## src/rtl/mte_pkg.sv

```systemverilog
// Shared constants and types for the MtE packet framer.
// Optional build macro recognised by the framer: MTE_FRAMER_PAD_EN.
package mte_pkg;

  localparam int         MTE_N        = 8;
  localparam int         MTE_DEPTH    = 32;
  localparam logic [7:0] MTE_EOF_BYTE = 8'h03;

  // Framer control states.
  typedef enum logic [1:0] {
    ST_IDLE  = 2'd0,
    ST_FILL  = 2'd1,
    ST_DRAIN = 2'd2
  } framer_state_t;

endpackage

```

## src/rtl/mte_packet_framer_if.sv

```systemverilog
// Byte-stream bus between an upstream producer, the framer and the MtE stage.
//
// Handshake: an input byte is transferred on a rising clock edge where
// in_valid and in_ready are both 1; in_data/in_mode are don't-care otherwise.
// The output side has no backpressure: every cycle with out_valid=1 carries
// one byte that the MtE stage must take.
interface mte_packet_framer_if
  import mte_pkg::*;
#(
  parameter int N     = MTE_N,
  parameter int DEPTH = MTE_DEPTH
) ();

  logic                       in_valid;
  logic [N-1:0]               in_data;
  logic                       in_mode;
  logic                       in_ready;
  logic                       out_valid;
  logic [N-1:0]               out_data;
  logic                       out_sel;
  logic                       out_sof;
  logic                       out_eof;
  logic [$clog2(DEPTH+1)-1:0] frame_len;
  logic                       err_overflow;

  // Producer / consumer side (testbench or surrounding logic).
  modport master (
    output in_valid, in_data, in_mode,
    input  in_ready, out_valid, out_data, out_sel, out_sof, out_eof,
    input  frame_len, err_overflow
  );

  // Framer side.
  modport slave (
    input  in_valid, in_data, in_mode,
    output in_ready, out_valid, out_data, out_sel, out_sof, out_eof,
    output frame_len, err_overflow
  );

endinterface

```

## src/rtl/mte_byte_buffer.sv

```systemverilog
// Frame storage: DEPTH x N register file, one write port, one
// combinational read port. Contents are not reset.
module mte_byte_buffer #(
  parameter int N     = 8,
  parameter int DEPTH = 32,
  parameter int AW    = 5
) (
  input  logic          clock,
  input  logic          we,
  input  logic [AW-1:0] waddr,
  input  logic [N-1:0]  wdata,
  input  logic [AW-1:0] raddr,
  output logic [N-1:0]  rdata
);

  logic [N-1:0] mem_q [DEPTH];

  // Write port: store one byte per accepted transfer.
  always_ff @(posedge clock) begin
    if (we) begin
      mem_q[waddr] <= wdata;
    end
  end

  assign rdata = mem_q[raddr];

endmodule

```

## src/rtl/mte_packet_framer.sv

```systemverilog
// MtE packet framer: collects a frame of bytes terminated by EOF_BYTE (or
// truncated at DEPTH), then drains it one byte per cycle toward the MtE
// stage with sof/eof markers and the latched frame mode on out_sel.
// Build macro: MTE_FRAMER_PAD_EN -- when defined, every drain emits DEPTH
// bytes, zero-filled past the stored length.
module mte_packet_framer
  import mte_pkg::*;
#(
  parameter int           N        = MTE_N,
  parameter int           DEPTH    = MTE_DEPTH,
  parameter logic [N-1:0] EOF_BYTE = MTE_EOF_BYTE
) (
  input  logic                clock,
  input  logic                reset_n,
  mte_packet_framer_if.slave  bus,
  output framer_state_t       dbg_state
);

  localparam int            CW      = $clog2(DEPTH + 1);
  localparam int            AW      = (DEPTH > 1) ? $clog2(DEPTH) : 1;
  localparam logic [CW-1:0] DEPTH_C = CW'(DEPTH);
  localparam logic [CW-1:0] ONE_C   = CW'(1);

  framer_state_t state_q, state_d;
  logic [CW-1:0] count_q, count_d;
  logic [CW-1:0] rd_idx_q, rd_idx_d;
  logic [CW-1:0] len_q, len_d;
  logic          ready_q, ready_d;
  logic          valid_q, valid_d;
  logic [N-1:0]  data_q, data_d;
  logic          sel_q, sel_d;
  logic          sof_q, sof_d;
  logic          eof_q, eof_d;
  logic          ovf_q, ovf_d;

  logic          xfer;
  logic          is_eof;
  logic [CW-1:0] count_inc;
  logic [CW-1:0] drain_last;
  logic          single_emit;
  logic [N-1:0]  drain_byte;
  logic [AW-1:0] wr_addr;
  logic [AW-1:0] rd_addr;
  logic [N-1:0]  rd_data;

  // Transfer qualification and write addressing for the buffer.
  always_comb begin
    xfer      = bus.in_valid & ready_q;
    is_eof    = (bus.in_data == EOF_BYTE);
    if (state_q == ST_IDLE) begin
      count_inc = ONE_C;
    end else if (count_q == DEPTH_C) begin
      count_inc = count_q;
    end else begin
      count_inc = count_q + ONE_C;
    end
    wr_addr = (state_q == ST_IDLE) ? '0 : count_q[AW-1:0];
    rd_addr = (state_q == ST_DRAIN) ? rd_idx_q[AW-1:0] : '0;
  end

  mte_byte_buffer #(
    .N     (N),
    .DEPTH (DEPTH),
    .AW    (AW)
  ) u_buf (
    .clock (clock),
    .we    (xfer),
    .waddr (wr_addr),
    .wdata (bus.in_data),
    .raddr (rd_addr),
    .rdata (rd_data)
  );

  // Drain geometry: index of the final emitted byte and the byte at rd_idx.
`ifdef MTE_FRAMER_PAD_EN
  always_comb begin
    drain_last  = DEPTH_C - ONE_C;
    single_emit = (DEPTH == 1);
    drain_byte  = (rd_idx_q >= len_q) ? '0 : rd_data;
  end
`else
  always_comb begin
    drain_last  = len_q - ONE_C;
    single_emit = (count_inc == ONE_C);
    drain_byte  = rd_data;
  end
`endif

  // Next-state and next-output logic for the IDLE/FILL/DRAIN controller.
  always_comb begin
    state_d  = state_q;
    count_d  = count_q;
    rd_idx_d = rd_idx_q;
    len_d    = len_q;
    ready_d  = ready_q;
    valid_d  = valid_q;
    data_d   = data_q;
    sel_d    = sel_q;
    sof_d    = sof_q;
    eof_d    = eof_q;
    ovf_d    = 1'b0;
    case (state_q)
      ST_IDLE, ST_FILL: begin
        ready_d = 1'b1;
        if (xfer) begin
          count_d = count_inc;
          if (state_q == ST_IDLE) begin
            sel_d = bus.in_mode;
          end
          if (is_eof || (count_inc == DEPTH_C)) begin
            // First byte goes out on the very next cycle; a one-byte frame
            // has not landed in the buffer yet, so take it from the bus.
            state_d  = ST_DRAIN;
            ready_d  = 1'b0;
            valid_d  = 1'b1;
            sof_d    = 1'b1;
            eof_d    = single_emit;
            data_d   = (state_q == ST_IDLE) ? bus.in_data : rd_data;
            len_d    = count_inc;
            rd_idx_d = ONE_C;
            ovf_d    = ~is_eof;
          end else begin
            state_d = ST_FILL;
          end
        end
      end
      ST_DRAIN: begin
        if (eof_q) begin
          state_d = ST_IDLE;
          ready_d = 1'b1;
          valid_d = 1'b0;
          sof_d   = 1'b0;
          eof_d   = 1'b0;
          data_d  = '0;
        end else begin
          valid_d  = 1'b1;
          sof_d    = 1'b0;
          data_d   = drain_byte;
          eof_d    = (rd_idx_q == drain_last);
          rd_idx_d = (rd_idx_q == drain_last) ? rd_idx_q : rd_idx_q + ONE_C;
        end
      end
      default: begin
        state_d = ST_IDLE;
        ready_d = 1'b1;
        valid_d = 1'b0;
      end
    endcase
  end

  // Controller state and registered outputs; reset discards any frame.
  always_ff @(posedge clock or negedge reset_n) begin
    if (!reset_n) begin
      state_q  <= ST_IDLE;
      count_q  <= '0;
      rd_idx_q <= '0;
      len_q    <= '0;
      ready_q  <= 1'b0;
      valid_q  <= 1'b0;
      data_q   <= '0;
      sel_q    <= 1'b0;
      sof_q    <= 1'b0;
      eof_q    <= 1'b0;
      ovf_q    <= 1'b0;
    end else begin
      state_q  <= state_d;
      count_q  <= count_d;
      rd_idx_q <= rd_idx_d;
      len_q    <= len_d;
      ready_q  <= ready_d;
      valid_q  <= valid_d;
      data_q   <= data_d;
      sel_q    <= sel_d;
      sof_q    <= sof_d;
      eof_q    <= eof_d;
      ovf_q    <= ovf_d;
    end
  end

  assign bus.in_ready     = ready_q;
  assign bus.out_valid    = valid_q;
  assign bus.out_data     = data_q;
  assign bus.out_sel      = sel_q;
  assign bus.out_sof      = sof_q;
  assign bus.out_eof      = eof_q;
  assign bus.frame_len    = len_q;
  assign bus.err_overflow = ovf_q;
  assign dbg_state        = state_q;

endmodule

```

## src/flat_wrapper.sv

```systemverilog
// flat-port wrapper written by rule: the top's interface ports become plain ports
module mte_packet_framer_flat import mte_pkg::*;
#(
  parameter int           N        = MTE_N,
  parameter int           DEPTH    = MTE_DEPTH,
  parameter logic [N-1:0] EOF_BYTE = MTE_EOF_BYTE
)
  (clock, reset_n, dbg_state, bus_in_valid, bus_in_data, bus_in_mode, bus_in_ready, bus_out_valid, bus_out_data, bus_out_sel, bus_out_sof, bus_out_eof, bus_frame_len, bus_err_overflow);
  mte_packet_framer_if #(.N(N), .DEPTH(DEPTH)) bus_i ();
  input  logic clock;
  input  logic reset_n;
  output framer_state_t dbg_state;
  input wire logic [$bits(bus_i.in_valid)-1:0] bus_in_valid;
  input wire logic [$bits(bus_i.in_data)-1:0] bus_in_data;
  input wire logic [$bits(bus_i.in_mode)-1:0] bus_in_mode;
  output wire logic [$bits(bus_i.in_ready)-1:0] bus_in_ready;
  output wire logic [$bits(bus_i.out_valid)-1:0] bus_out_valid;
  output wire logic [$bits(bus_i.out_data)-1:0] bus_out_data;
  output wire logic [$bits(bus_i.out_sel)-1:0] bus_out_sel;
  output wire logic [$bits(bus_i.out_sof)-1:0] bus_out_sof;
  output wire logic [$bits(bus_i.out_eof)-1:0] bus_out_eof;
  output wire logic [$bits(bus_i.frame_len)-1:0] bus_frame_len;
  output wire logic [$bits(bus_i.err_overflow)-1:0] bus_err_overflow;
  assign bus_i.in_valid = bus_in_valid;
  assign bus_i.in_data = bus_in_data;
  assign bus_i.in_mode = bus_in_mode;
  assign bus_in_ready = bus_i.in_ready;
  assign bus_out_valid = bus_i.out_valid;
  assign bus_out_data = bus_i.out_data;
  assign bus_out_sel = bus_i.out_sel;
  assign bus_out_sof = bus_i.out_sof;
  assign bus_out_eof = bus_i.out_eof;
  assign bus_frame_len = bus_i.frame_len;
  assign bus_err_overflow = bus_i.err_overflow;
  mte_packet_framer #(.N(N), .DEPTH(DEPTH), .EOF_BYTE(EOF_BYTE)) u_core (.clock(clock), .reset_n(reset_n), .bus(bus_i), .dbg_state(dbg_state));
endmodule
```

## config.mk

```make
export PLATFORM = sky130hd
export DESIGN_NAME = mte_packet_framer_flat
export DESIGN_NICKNAME = d
export VERILOG_FILES = /design/src/rtl/mte_pkg.sv /design/src/rtl/mte_packet_framer_if.sv /design/src/rtl/mte_byte_buffer.sv /design/src/rtl/mte_packet_framer.sv /design/src/flat_wrapper.sv
export SDC_FILE = /design/constraint.sdc
export NUM_CORES = 1
export LEC_CHECK = 0
export CAP_MARGIN = 30
export CORE_MARGIN = 2
export CORE_UTILIZATION = 25
export DETAILED_ROUTE_END_ITERATION = 16
export SLEW_MARGIN = 20
export SYNTH_ARGS = -nofsm -noshare
export SYNTH_HDL_FRONTEND = slang
export SYNTH_SLANG_ARGS = --single-unit
export TNS_END_PERCENT = 30
```

## constraint.sdc

```tcl
create_clock -name clock -period 5.4 [get_ports clock]
set_clock_uncertainty 0.05 [all_clocks]
set_input_delay 1.08 -clock clock [delete_from_list [all_inputs] [get_ports clock]]
set_output_delay 1.08 -clock clock [all_outputs]
set_load 0.02 [all_outputs]
```

Word-level counts from Yosys, hierarchy flattened:

Memory sizes are Yosys's and may differ from the RTL's.
Index checks and enable logic that the tools add are counted.

* output and inout bits: 22
* memories kept: 1
* RAM bits: 256
* bits in registers: 34
* logic and storage cells: 76

* reduce and logical (&&, ||, !) cells: 11
* equality and inequality tests: 12
* add/sub/neg operators: 3
* bitwise logic cells: 2
* multiplexer cells: 36

Memory list
* u_core.u_buf.mem_q: depth 32, bits a word 8, rd ports 1, clocked after memory_dff 0, wr ports 1, RTL line mte_byte_buffer.sv:16 `logic [N-1:0] mem_q [DEPTH];`

Operators by type and width (count)
* two-way mux 6 bit: 6
* two-way mux 8 bit: 4
* case mux 8 bit (2 select lines): 1
* two-way mux 1 bit: 14
* adder 6 x 1 -> 6 bit (second input constant): 2
* == test 6 bit (second input constant): 2
* case mux 6 bit (2 select lines): 1
* two-way mux 5 bit: 2
* AND reduction 3 bit: 3
* == test 8 x 2 -> 1 bit (second input constant): 1
* case mux 1 bit (2 select lines): 4
* == test 6 x 1 -> 1 bit (second input constant): 1
* == test 6 bit: 1
* two-way mux 2 bit: 3
* inequality test 2 bit (second input constant): 3
* AND reduction 2 bit: 3
* subtractor 6 x 1 -> 6 bit (second input constant): 1
* AND reduction 5 bit: 1
* inequality test 2 x 1 -> 1 bit (second input constant): 2
* case mux 2 bit (2 select lines): 1
* == test 2 x 1 -> 1 bit (second input constant): 1
* == test 2 bit (second input constant): 1
* logical NOT 2 bit: 1
* nonzero test 2 bit: 1
* 4 further kinds: 4

Longest topological paths before layout:

* depth after elaboration: 8
* mapped depth: 10

Hierarchy:

Synthesis repeated with hierarchy kept, for this count alone.

* cell total of the unflattened synthesis: 625
* area, all modules: 11965.2 um^2

Modules (own cells, without submodules)
* mte_byte_buffer: instances 1, area each 9893.2 um^2, cells each 409
* mte_packet_framer: instances 1, area each 2072.0 um^2, cells each 216

Least setup slack after synthesis:

Ideal clock, no wire load.

* path type: in2reg
* from: input bus_in_data[4]
* to: register u_core.data_q[0] (netlist: u_core.bus.out_data[0])
* path slack: 2.217 ns
* arrival: 3.003 ns
* required time: 5.221 ns
* cell stages on the path: 7
* path through: or4_1 -> nor4_2 -> or3_1 -> o221ai_2 -> and2_1 -> buf_6 -> o41a_1

* cells in the longest elaborated chain, start to end: 4

Ends and longest elaborated chain
* start: declaration: RTL line flat_wrapper.sv:14 `input wire logic [$bits(bus_i.in_data)-1:0] bus_in_data;`
* == test 8 x 2 -> 1 bit: RTL line mte_packet_framer.sv:49 `is_eof = (bus.in_data == EOF_BYTE);`
* logical OR 1 bit: RTL line mte_packet_framer.sv:110 `if (is_eof || (count_inc == DEPTH_C)) begin`
* inequality test 2 x 1 -> 1 bit (no line)
* AND reduction 3 bit (no line)
* end signal: assignment: RTL line mte_packet_framer.sv:172 `data_q <= data_d;`
* end: declaration: RTL line mte_packet_framer.sv:30 `logic [N-1:0] data_q, data_d;`

Every way passes these cells.
A chain may end at the register's enable or synchronous reset.

Worst setup path after layout:

* from: input bus_in_data[4]
* to: register u_core.data_q[1] (netlist: u_core.bus.out_data[1])

Same word-level chain as after synthesis.

==> metrics.txt <==
outcome completed; Post-DP Area 13,200 µm²; drt via density between 4 and 5; filler instances approximately 4,700; Hold Path Class flip-flop to flip-flop; Post-CTS Repair Setup Buffers 0; Worst Path Max Fanout 27; Critical Path RT 5.79 ns; CTS sink cnt slightly below 300; Min Clock Period, post-route around 3.5 ns; largest net degree at the start of global routing 55; gr ovfl total 0; critical setup path kind input pin to flip-flop; Die Y about 220 µm; row count 80; detailed placement HPWL between 15,000 and 20,000 µm; final-report setup violation count 0; effective utilization at floorplan between 20% and 30%; DR WL/cell between 20 and 25 µm; maximum vdd drop between 0.3 and 0.4 mV; cts hold-fix bufs 0; CTS Buf Count 30; Slew Viols, Final 0; synthesized netlist cell count just over 800; hold path depth 2; arrival time worst endpoint roughly 4 ns; flop2flop setup slack 1.89 ns; number of global-route vias before repair 7,228; H-tree levels 1; Final Hold Fails 0; routed wire length between 30,000 and 40,000 µm; share of layout cells above drive strength 1 a little over an eighth; #FFs+latches synth 290; origin of the worst min-delay path u_core.bus.out_sof; first-pass GRT wire length 45,800 µm; Post-synth EDFFs between 200 and 300; Hold EP u_core.bus.out_sof; global-route usage over all layers a little under an eighth; DR vias 7,363; worst-margin pin slew slightly above 1 ns; drt initial violations between 800 and 900; WHS around 0.43 ns; P per Cell Area between 400 and 500 nW/µm²; Setup Total Neg Slack 0 ns; initial antenna violation count 2; Fmax ~280 MHz; CP endpoint kind flip-flop; Layout Nets 880; Rel. slew slack around 33%; GP Congestion 0.833; Leak ~0.0044 µW; post-synth top area share 63.3%; core area between 40,000 and 50,000 µm²; Yosys cell types 59; mapped cell area around 12,000 µm²; clock-pin slew on the worst setup and hold paths about 0.06 ns; CP startpoint kind input pin; RSZ-0062 raised after global routing false; die width 224 µm; r2r startpoint u_core.dbg_state[1]; worst skew pair latency approximately 0.58 ns; cell area after layout between 10,000 and 15,000 µm²; worst reg2reg path depth 6; synthesis-to-layout area growth 16.9%; post-route ant nets 0; num ports 34; root buffer cell clkbuf_16; DIE AREA 50,300 µm²; CTS tree yes; residual DRC count 0; async set-reset flop share out of synthesis between 10% and 20%; DRT Pass-1 Iters 5; syn avg cell area approximately 15 µm²; Syn. warnings 0; R2R Path End u_core.bus.out_data[0]; Most used DFF post-synth edfxtp_1; CTS max path bufs 3; I/O Buffers 33; post-synth top area cell edfxtp_1; post-synthesis sequential area ratio between 70% and 80%; total of max-cap violations 0; syn_nets ~850; final worst path period share 65.4%; largest cells by area after synthesis edfxtp_1, dfrtp_1, mux4_2; CTS resizes 0
[cell usage in the layout, fill, tap and decap left out, drive strengths merged, types with 8 or more instances in the layout]
cell / instances
a211oi: 10
nor2b: 10
a31oi: 9
clkinv: 14
buf: 24
nand3: 23
nor2: 70
nor3: 14
mux2i: 30
nand2b: 12
o221ai: 29
a21oi: 30
o21ai: 28
mux4: 15
clkbuf: 38
nand2: 42
edfxtp: 256
clkdlybuf4s50: 32
o211ai: 8
inv: 13
mux2: 21
o22ai: 25
dfrtp: 34
[worst max path at each step]
stage	from	endpoint	cells past startpoint
floorplan	bus_in_data[4]	u_core.bus.out_data[0]	7
detailed placement	bus_in_data[4]	u_core.bus.out_data[1]	9
finish	bus_in_data[4]	u_core.bus.out_data[1]	9
CTS	bus_in_data[4]	u_core.bus.out_data[1]	9
global route	u_core.dbg_state[1]	u_core.bus.out_data[1]	6
global placement	bus_in_data[4]	u_core.bus.out_data[0]	8
[power by group]
part | total, µW | internal [µW] | switching, µW
combinational | 925 | 342 | 583
clock | 2030 | 1160 | 864
sequential | 2760 | 2600 | 153
[final cells by class]
class                           count  area (µm²)  area share (%)
Timing Repair Buffer               56         505            3.56
Multi-Input combinational cell    474        3340            23.6
Clock inverter                     18         169            1.19
Clock buffer                       38         811            5.71
Sequential cell                   290        8540            60.2
Antenna cell                        1        2.50          0.0176
Inverter                           12        45.0           0.317
Tap cell                          615         769            5.42
[cells by family (layout without fill, tap and decap cells)]
logic type | after synthesis | in the layout | share of synthesized area [%]
flops | 290 | 290 | 70.3
simple gates | 225 | 225 | 9.55
compound gates | 169 | 169 | 9.59
mux | 66 | 66 | 7.20
buf+inv | 66 | 124 | 2.19
xor+xnor | 10 | 10 | 0.721
fa+ha+maj | 4 | 4 | 0.412
other cells | 0 | 1 | 0
[worst max-delay path, stage by stage]
cell and delay, ns:
clkdlybuf4s50_1 0.54, or4_1 0.59, nor4_2 0.23, buf_4 0.23, or3_1 0.16, o221ai_2 0.10, buf_4 0.25, and2_1 0.28
o41a_1 0.45
[flip-flops by register name, summed over array words and instances, names as in the netlist, 2 cells and up]
name / cells
u_core.u_buf.mem_q: 256
u_core.rd_idx_q: 6
u_core.count_q: 6
u_core.bus.frame_len: 6
u_core.dbg_state: 2
u_core.bus.out_data: 8
[cell usage after synthesis (all sizes together) (4+ instances only)]
library cell and number:
nor2 70, clkbuf 39, o221ai 29, nor3 14, mux2 21, o211ai 8
or4 4, mux4 15, xor2 5, and3 4, o21ai 28, o41ai 6
edfxtp 256, mux2i 30, nand3 23, dfrtp 34, ha 4, buf 15
nand3b 5, nand2 42, nand4b 6, nor2b 10, a211oi 10, nand2b 12
inv 12, nor3b 7, and4 7, o31ai 4, xnor2 5, o22ai 25
or3 7, a21oi 30, a31oi 9, or2 4
[metal layers]
metal	part of all wire [%]	GRT usage, %	routed length (µm)	vias to the layer above
li1	-	-	-	3327
met1	45	16.8	13500	3711
met2	45	18.5	13600	272
met3	7.6	2.73	2300	49
met4	2.2	2.54	677	4
met5	0.60	2.64	182	-
[per-stage QoR]
step                      util (%)  worst slack (ns)  cells  power, µW
after global routing          29.7              1.62   1503       5920
after floorplan                  -              2.22    830       3340
after detailed placement      27.6              1.29   1447       3720
after global placement        27.5             0.777   1444       3700
after CTS                     29.7              1.87   1503       5740
final                         29.7              1.87   1504       5710
Power figures use the tool's default switching activity.
